===== src/rtl/mul_arb_pkg.sv =====
// Shared types and constants for the round-robin multiplier-sharing arbiter.
package mul_arb_pkg;

    localparam int MUL_ITERS = 32;

    typedef logic signed [31:0] Operand;
    typedef logic signed [63:0] Product;

    typedef enum logic [1:0] {
        IDLE,
        BUSY,
        DONE
    } ArbState;

endpackage


===== src/rtl/seq_booth_mul32.sv =====
// Sequential radix-2 Booth multiplier: one step per cycle, MUL_ITERS steps per product.
module seq_booth_mul32
    import mul_arb_pkg::*;
(
    input  logic   clk_i,
    input  logic   rst_i,
    input  logic   start_i,
    input  Operand a_i,
    input  Operand b_i,
    output logic   done_o,
    output Product product_o
);

    localparam int ITER_W = $clog2(MUL_ITERS);

    logic [64:0]       acc_q, acc_d;
    Operand            mcand_q, mcand_d;
    logic [ITER_W-1:0] iter_q, iter_d;
    logic              run_q, run_d;
    logic [32:0]       mcandExt;
    logic [32:0]       partSum;

    // Partial sum is widened to 33 bits so that subtracting -2^31 cannot overflow.
    always_comb begin
        mcandExt = {mcand_q[31], mcand_q};
        partSum  = {acc_q[64], acc_q[64:33]};
        unique case (acc_q[1:0])
            2'b01:   partSum = {acc_q[64], acc_q[64:33]} + mcandExt;
            2'b10:   partSum = {acc_q[64], acc_q[64:33]} - mcandExt;
            default: partSum = {acc_q[64], acc_q[64:33]};
        endcase
    end

    always_comb begin
        acc_d   = acc_q;
        mcand_d = mcand_q;
        iter_d  = iter_q;
        run_d   = run_q;
        done_o  = 1'b0;
        if (start_i) begin
            acc_d   = {32'b0, b_i, 1'b0};
            mcand_d = a_i;
            iter_d  = '0;
            run_d   = 1'b1;
        end else if (run_q) begin
            acc_d  = {partSum, acc_q[32:1]};
            iter_d = iter_q + 1'b1;
            if (iter_q == ITER_W'(MUL_ITERS - 1)) begin
                run_d  = 1'b0;
                done_o = 1'b1;
            end
        end
    end

    always_ff @(posedge clk_i) begin
        if (rst_i) begin
            acc_q   <= '0;
            mcand_q <= '0;
            iter_q  <= '0;
            run_q   <= 1'b0;
        end else begin
            acc_q   <= acc_d;
            mcand_q <= mcand_d;
            iter_q  <= iter_d;
            run_q   <= run_d;
        end
    end

    assign product_o = acc_q[64:1];

endmodule


===== src/rtl/mul_share_arbiter.sv =====
// Round-robin arbiter sharing one sequential 32x32 signed multiplier among NUM_REQ requesters.
module mul_share_arbiter
    import mul_arb_pkg::*;
#(
    parameter int NUM_REQ = 4,
    parameter int ID_W    = 2
) (
    input  logic                 CLK,
    input  logic                 RST,
    input  logic [NUM_REQ-1:0]   req_valid,
    input  logic [NUM_REQ*32-1:0] req_a,
    input  logic [NUM_REQ*32-1:0] req_b,
    output logic [NUM_REQ-1:0]   req_ready,
    output logic                 resp_valid,
    input  logic                 resp_ready,
    output logic [63:0]          resp_data,
    output logic [ID_W-1:0]      resp_id,
    output logic                 busy
);

    typedef logic [ID_W-1:0] ReqId;

    ArbState              state_q, state_d;
    ReqId                 rr_ptr_q, rr_ptr_d;
    ReqId                 id_q, id_d;
    logic [NUM_REQ-1:0]   grant;
    ReqId                 grantId;
    logic                 found;
    Operand               grantA, grantB;
    logic                 accept;
    logic                 mulDone;
    Product               mulProduct;
    int                   sum;
    ReqId                 idx;

    // First valid requester at or after rr_ptr, wrapping modulo NUM_REQ.
    always_comb begin
        grant   = '0;
        grantId = rr_ptr_q;
        found   = 1'b0;
        grantA  = '0;
        grantB  = '0;
        sum     = 0;
        idx     = '0;
        for (int off = 0; off < NUM_REQ; off++) begin
            sum = int'(rr_ptr_q) + off;
            if (sum >= NUM_REQ) begin
                sum = sum - NUM_REQ;
            end
            idx = ReqId'(sum);
            if (!found && req_valid[idx]) begin
                found      = 1'b1;
                grant[idx] = 1'b1;
                grantId    = idx;
                grantA     = req_a[{idx, 5'b0} +: 32];
                grantB     = req_b[{idx, 5'b0} +: 32];
            end
        end
    end

    assign accept    = (state_q == IDLE) && found && !RST;
    assign req_ready = accept ? grant : '0;

    always_comb begin
        state_d  = state_q;
        rr_ptr_d = rr_ptr_q;
        id_d     = id_q;
        unique case (state_q)
            IDLE: begin
                if (found) begin
                    state_d  = BUSY;
                    id_d     = grantId;
                    rr_ptr_d = (grantId == ReqId'(NUM_REQ - 1)) ? '0 : grantId + 1'b1;
                end
            end
            BUSY: begin
                if (mulDone) begin
                    state_d = DONE;
                end
            end
            DONE: begin
                if (resp_ready) begin
                    state_d = IDLE;
                end
            end
            default: state_d = IDLE;
        endcase
    end

    always_ff @(posedge CLK) begin
        if (RST) begin
            state_q  <= IDLE;
            rr_ptr_q <= '0;
            id_q     <= '0;
        end else begin
            state_q  <= state_d;
            rr_ptr_q <= rr_ptr_d;
            id_q     <= id_d;
        end
    end

    seq_booth_mul32 u_mul (
        .clk_i     (CLK),
        .rst_i     (RST),
        .start_i   (accept),
        .a_i       (grantA),
        .b_i       (grantB),
        .done_o    (mulDone),
        .product_o (mulProduct)
    );

    assign resp_valid = (state_q == DONE);
    assign resp_data  = mulProduct;
    assign resp_id    = id_q;
    assign busy       = (state_q != IDLE);

endmodule

===== config.mk =====
export PLATFORM = sky130hd
export DESIGN_NAME = mul_share_arbiter
export DESIGN_NICKNAME = d
export VERILOG_FILES = /design/src/rtl/mul_arb_pkg.sv /design/src/rtl/seq_booth_mul32.sv /design/src/rtl/mul_share_arbiter.sv
export SDC_FILE = /design/constraint.sdc
export NUM_CORES = 1
export LEC_CHECK = 0
export CAP_MARGIN = 10
export CORE_MARGIN = 5
export CORE_UTILIZATION = 53
export CTS_CLUSTER_DIAMETER = 200
export DETAILED_ROUTE_END_ITERATION = 8
export GPL_TIMING_DRIVEN = 0
export MAX_ROUTING_LAYER = met4
export PLACE_DENSITY_LB_ADDON = 0.08
export RECOVER_POWER = 100
export SLEW_MARGIN = 30
export SYNTH_ARGS = -nofsm -noshare
export SYNTH_HDL_FRONTEND = slang
export SYNTH_SLANG_ARGS = --single-unit

===== constraint.sdc =====
create_clock -name CLK -period 4.9 [get_ports CLK]
set_clock_uncertainty 0.05 [all_clocks]
set_input_delay 1.225 -clock CLK [delete_from_list [all_inputs] [get_ports CLK]]
set_output_delay 1.225 -clock CLK [all_outputs]
set_load 0.05 [all_outputs]

==> impl_results.md, run 1 <==
* Synth top area share at 0.1972
* First drt pass iteration count at 6
* Bufs and invs on worst path at 6
* Mapped cell area at 0.01473 mm²
* Clock Latency Late Sink at 360 ps
* Number of buffers created by CTS at 9
* CTS tree: built
* Required @ worst endpoint at 3620 ps
* Filler cell count in the final layout at 2379
* Final worst path period need at 4807 ps
* PortBufs at 333
* CP top delay family: buffers and inverters
* Yosys Warn Count at 0
* Hold Fails Final Rpt at 0
* Combinational share of power at 0.808
* CP Depth at 12
* Routed WL at 56880 µm
* Die Y at 176.7 µm
* Vias in the first global route at 15921
* Clock slew at reported path FFs at 70 ps
* HP Class: flop to flop
* Congestion Overflow GR at 0
* First-pass GRT wire length at 87040 µm
* DR WL/cell at 22.77 µm
* Worst R2R Path Depth at 12
* Number of routed nets with antenna violations at 0
* Clock Path Buffers at 2
* Crit path max fanout at 19
* Final #Nets at 2411
* Largest net degree at the start of global routing at 20
* Core footprint at 0.02763 mm²
* Hold_ws at 442.2 ps
* Critical-path top delay cell: mux4_2
* Synthesized Nets at 2066
* Critical Path Sink Type: primary output
* Leakage at 0.006780 µW
* Layout cells sized above 1 at 0.1600
* Avg Cell Area, Syn at 8.361 µm²
* Final Max Slew Viols at 0
* CTS root buf: clkbuf_16
* Slew headroom at 0.2655
* Flop pwr share at 0.119
* Max Cap Viol at 0
* Cell Int Power at 5145 µW
* P_sw at 5536 µW
* Worst-case vdd ir drop at 0.3462 mV
* Synth area leaders: mux4_2 (20%), dfxtp_1 (15%), mux2i_1 (7.5%), a21oi_1 (5.9%), o21ai_0 (5.8%)
* Gr usage total at 0.3577
* Clock power frac at 0.073
* Antenna violations before repair at 8
* FFs w/ async S/R, synth at 0
* Rows at 61
* Pwr Density at 565.8 mW/mm²
* Startpoint Class: flop
* Most Frequent Cell on Critical Path: clkbuf_4
* Fmax at 208.0 MHz
* Finished Layout Cells at 2498
* Top_reg_cell synth: dfxtp_1
* Gpl congestion at 0.9816
* Worst Tran Pin Value at 1098 ps
* Critical setup path kind: flop to primary output
* Seq/Total Area, Yosys at 0.1481
* Cells after DPL at 2473
* Ports at 335
* Initial Utilization at 0.5332
* CP peak stage delay at 500 ps
* Hold path cells at 1
* Tcrit/Tclk final at 0.9810
* Switching fraction of total power at 0.5183
* Initial DRC count at 1938
* Cell variety after synth at 67
* Critical Path, Cell by Cell: clkbuf_4 -> clkinvlp_4 -> ha_1 -> buf_4 -> mux4_2 -> buf_2 -> nor3_4 -> buf_6 -> a221o_1 -> o21ai_0 -> a21oi_1 -> clkbuf_4
* Mapped Cells at 1762
* Total number of vias at 16718
* # setup viols final at 0
* Worst Path Arrival at 3530 ps
* Largest area contributor in the netlist: mux4_2
* DIE AREA at 0.03123 mm²
* Vias per cell at 6.693
* Die width at 176.7 µm
* Utilization after layout at 0.6833
* #FFs+latches synth at 109
* RSZ-0062 raised after global routing: no
* Post-DP HPWL at 45250 µm
* Area growth, synth to finish at 28.15%
* Residual DRC at 0
* Post-synth EDFFs at 0
* H-tree Lvls at 3
* Clk sinks at 109
* Status: completed
==> layout by cell type, fill, tap and decap left out, types with 19 or more instances in the layout <==
cell type	instances
nand2_1	171
o22ai_1	39
ha_1	40
buf_2	30
nor2_1	103
xnor2_1	42
a211oi_1	42
a21oi_1	173
o21ai_0	171
clkbuf_1	103
a221oi_1	64
dfxtp_1	108
nor3_1	47
xor2_1	19
clkdlybuf4s50_1	257
mux2_2	67
mux2i_1	111
buf_4	74
mux4_2	129
dlygate4sd3_1	68
inv_1	24
==> per-stage QoR <==
| stage | power, µW | cell area (µm²) | setup TNS, ps | setup WS, ps |
|---|---|---|---|---|
| 2_1_floorplan | 7481 | 14730 | 0 | 237.1 |
| 3_3_place_gp | 9565 | 18540 | -3975 | -1010 |
| 3_5_place_dp | 9698 | 18540 | -4023 | -1019 |
| 4_1_cts | 10530 | 18870 | 0 | 20.75 |
| 5_1_grt | 11340 | 18880 | 0 | 21.50 |
| 6_report | 10680 | 18880 | 0 | 93.14 |
==> per-layer routing <==
layer  up-vias  part of all wire  track usage
li1       7419                 -            -
met1      7904              0.39       0.4711
met2      1204              0.46       0.5587
met3       191              0.11      0.05896
met4         0             0.042       0.1328
met5         -                 0            -
==> path summary, 6_finish.rpt <==
kind	from	slack, ps	end
setup / recovery	rr_ptr_q[1]	90	req_ready[1]
hold / removal	state_q[1]	440	state_q[0]
setup reg to reg	u_mul.acc_q[1]	350	u_mul.acc_q[58]
hold reg to reg	state_q[1]	440	state_q[0]
==> sequential cells by signal, indices dropped and copies added (netlist names) <==
signal         count
resp_id            2
state_q            2
u_mul.run_q        1
u_mul.mcand_q     32
u_mul.iter_q       5
rr_ptr_q           2
u_mul.acc_q       65
==> power groups by stage <==
stage          clock network, µW  registers [µW]  logic, µW
6_report                     782            1270       8630
5_1_grt                      822            1290       9230
4_1_cts                      792            1260       8480
3_5_place_dp                   0            1280       8420
3_3_place_gp                   0            1270       8300
2_1_floorplan                  0            1230       6250
==> timing repair <==
item                                   CTS  global route
pin swaps                                2             1
gates resized for setup                 37             7
setup buffers                            2             2
gates cloned                             0             0
setup endpoints to repair                4             5
endpoints found under the hold margin    0             0
hold buffers                             0             0
==> final cells by class <==
type	count	area [µm²]	share of cell area
multi-input cells	1403	11310	0.5989
repair buffers	337	3344	0.1772
flip-flops and latches	109	2183	0.1157
plain buffers	222	1150	0.06091
well taps	378	473.0	0.02505
clock buffers	13	260.3	0.01379
inverters	25	97.59	0.005170
clock inverters	3	43.79	0.002320
diodes	8	20.02	0.001060
==> logic make-up (layout without fill, tap and decap cells) <==
group	count (synthesis)	count (layout)	share of synthesized area
compound gates	585	585	0.2442
buf+inv	250	600	0.08408
fa+ha+maj	41	41	0.03533
other cells	0	8	0
flops	109	109	0.1481
simple gates	408	408	0.1272
xor+xnor	61	61	0.03627
mux	308	308	0.3248
==> synth_stat cells (all sizes together), types with 3 or more instances <==
cell type / n
nand3b: 9
nor2b: 12
o31ai: 8
nor4: 7
nor2: 104
a31oi: 16
inv: 25
a21o: 11
xnor2: 42
mux4: 129
buf: 129
a211oi: 42
xor2: 19
nor3b: 3
o21ai: 173
dfxtp: 109
clkbuf: 96
a221oi: 64
nand2: 171
nor3: 49
nand2b: 11
nand3: 11
mux2i: 112
o221ai: 4
and3: 4
a221o: 5
nand4: 10
o22ai: 39
a2111oi: 4
or4: 4
ha: 40
or3: 7
o211ai: 13
o21a: 9
mux2: 67
o21bai: 7
a21oi: 173
Note: power is estimated with default switching activity, not from simulation.
==> run 2: changes to the inputs <==
Settings changed: GPL_TIMING_DRIVEN 0 to default.
==> run 2 against run 1 <==
The flow now finishes with violations (max-capacitance violations, max-slew violations); worst hold slack worse by 3.3 ps; global-route usage fell by 5.2 points; design area shrank 4.0%; via count decreased by 11%; combinational power shrank 10%; sequential power increased by 5%; non-clock buffer count down 195; final cell count is 7.9% lower; setup slack improved by 170 ps; count of clock-buffer cells in the layout decreased by 3; power shrank 6.8%; highest routed layer unchanged; largest power group unchanged; sequential share of layout area increased by 0.52 points.
==> impl_results.md, run 2 (synthesis results as in run 1) <==
* Slew headroom at -1.440 (-1.705)
* Worst Tran Pin Value at 3659 ps (+2562 ps)
* Final Max Slew Viols at 195 (+195)
* Required @ worst endpoint at 3620 ps (about the same)
* Ports at 335 (unchanged)
* PortBufs at 334 (+0.30%)
* RSZ-0062 raised after global routing: no
* # setup viols final at 0 (unchanged)
* CP peak stage delay at 600 ps (+100 ps)
* Max Cap Viol at 3 (+3)
* Clock Path Buffers at 2 (unchanged)
* Status: finished, violations left
* Largest net degree at the start of global routing at 169 (+750%)
* Total number of vias at 14852 (-11%)
* H-tree Lvls at 3 (unchanged)
* DIE AREA at 0.03123 mm² (unchanged)
* Final worst path period need at 4640 ps (-166.8 ps)
* Final #Nets at 2216 (-8.1%)
* First drt pass iteration count at 5 (-1)
* Layout cells sized above 1 at 0.1372 (-0.02284)
* Worst Path Arrival at 3370 ps (-160 ps)
* Die width at 176.7 µm (unchanged)
* Pre-CTS setup slack at 284.2 ps (+1303 ps)
* Leakage at 0.006291 µW (-7.2%)
* Worst-case vdd ir drop at 0.6836 mV (+97%)
* Fmax at 215.5 MHz (+3.6%)
* Reg2reg start: rr_ptr_q[1]
* Gr usage total at 0.3057 (-0.05208)
* Worst R2R Path Depth at 10 (-2)
* Final setup margin at 259.9 ps (+166.8 ps)
* Number of buffers created by CTS at 9 (unchanged)
* DR WL/cell at 20.93 µm (-8.1%)
* First-pass GRT wire length at 76050 µm (-13%)
* Setup TNS at 0 ps (unchanged)
* Crit path max fanout at 8 (-11)
* Crit path launch: req_valid[2]
* HP Class: flop to flop
* Post-DP HPWL at 35490 µm (-22%)
* Startpoint Class: input port
* Residual DRC at 0 (unchanged)
* Critical Path, Cell by Cell: clkdlybuf4s50_1 -> mux4_2 -> nor3_4 -> a221o_1 -> o21ai_0 -> a21oi_1 -> buf_12
* Failing checks: max-capacitance violations, max-slew violations
* Commonest non-fill, non-tap cell in the layout: clkdlybuf4s50_1
* Hold Startpoint: state_q[1]
* Rows at 61 (unchanged)
* R2r setup slk at 400 ps (+50 ps)
* Hold path cells at 1 (unchanged)
* Bufs and invs on worst path at 2 (-4)
* Hold Crit Endpoint: state_q[0]
* Pwr Density at 549.2 mW/mm² (-2.9%)
* Critical setup path kind: input port to primary output
* Vias in the first global route at 14203 (-11%)
* Critical Path Sink Type: primary output
* Top Registers: u_mul.acc_q: 65 flops, u_mul.mcand_q: 32 flops, u_mul.iter_q: 5 flops
* CTS Hold Bufs at 0 (unchanged)
* Gpl congestion at 0.9623 (-2.0%)
* FF-to-FF End: rr_ptr_q[1]
* CP top delay family: buffers and inverters
* Hold Fails Final Rpt at 0 (unchanged)
* CTS tree: built
* Antenna violations before repair at 5 (-3)
* Clock Latency Late Sink at 370 ps (about the same)
* Top reg by flops: u_mul.acc_q
* Number of routed nets with antenna violations at 0 (unchanged)
* Critical-path top delay cell: mux4_2
* Area growth, synth to finish at 23.08%
* Vias per cell at 6.455 (-3.6%)
* Routed WL at 48150 µm (-15%)
* Clk sinks at 109 (unchanged)
* Die Y at 176.7 µm (unchanged)
* CTS root buf: clkbuf_16
* Tcrit/Tclk final at 0.9470 (-0.03404)
* Initial DRC count at 1231 (-36%)
* Congestion Overflow GR at 0 (unchanged)
* Max FFs per register at 65 (unchanged)
* Core footprint at 0.02763 mm² (unchanged)
* Clock slew at reported path FFs at 90 ps (+20 ps)
* Most frequent cells in the layout: clkdlybuf4s50_1 (261), a21oi_1 (173), nand2_1 (171), o21ai_0 (171), mux4_2 (129)
* Initial Utilization at 0.5332 (unchanged)
==> run 2: cell types whose count changed in the layout (fill, tap and decap cells not counted), sizes merged <==
| cell | delta |
|---|---|
| clkbuf | -105 |
| buf | -93 |
| clkdlybuf4s50 | +4 |
| dlygate4sd2 | -4 |
| inv | +3 |
| bufinv | +2 |
| diode | -2 |
| clkinv | -1 |
| clkinvlp | -1 |
==> run 2: how the worst max path moves through the flow <==
stage	endpoint	depth (start not counted)
finish	req_ready[0]	7
global route	u_mul.mcand_q[3]	9
floorplan	req_ready[0]	8
CTS	req_ready[0]	8
global placement	req_ready[1]	7
detailed placement	req_ready[3]	7
==> run 2: per-layer routing <==
metal	vias to the layer above	wire length [µm]	track usage
met5	-	0	-
met3	76	3422	0.04038
li1	7046	-	-
met1	7188	20790	0.4152
met4	0	1515	0.09123
met2	542	22420	0.4809
==> run 2: report_power, final <==
group | total [µW] | switching, µW | internal [µW] | leakage, µW
Sequential | 1330 | 252 | 1080 | 0.000898
Clock | 883 | 377 | 506 | 0.000168
Combinational | 7750 | 4290 | 3460 | 0.00523
==> run 2: metrics by stage <==
step                      area (µm²)  hold WS (ps)  total power (µW)  utilization  instances
after CTS                      18060         438.4              9891       0.6535       2292
after global placement         17710         426.6              8823       0.6410       2276
after detailed placement       17710         425.7              8978       0.6410       2276
after floorplan                14730         392.6              7481            -       1762
after global routing           18130         460.7             10790       0.6561       2300
final                          18130         438.9              9958       0.6562       2301
==> run 2: cell type report <==
cell class / instances / area [µm²]
Tap cell: 378 / 473.0
Antenna cell: 6 / 15.01
Clock buffer: 10 / 229.0
Inverter: 25 / 93.84
Sequential cell: 109 / 2191
Timing Repair Buffer: 364 / 3677
Multi-Input combinational cell: 1403 / 11340
Clock inverter: 6 / 116.4
Fill cell: 2372 / 9498
==> run 2: timing repair <==
| item | CTS | global route |
|---|---|---|
| gates resized for setup | 0 | 1 |
| setup endpoints to repair | 0 | 4 |
| buffers inserted | 0 | 2 |
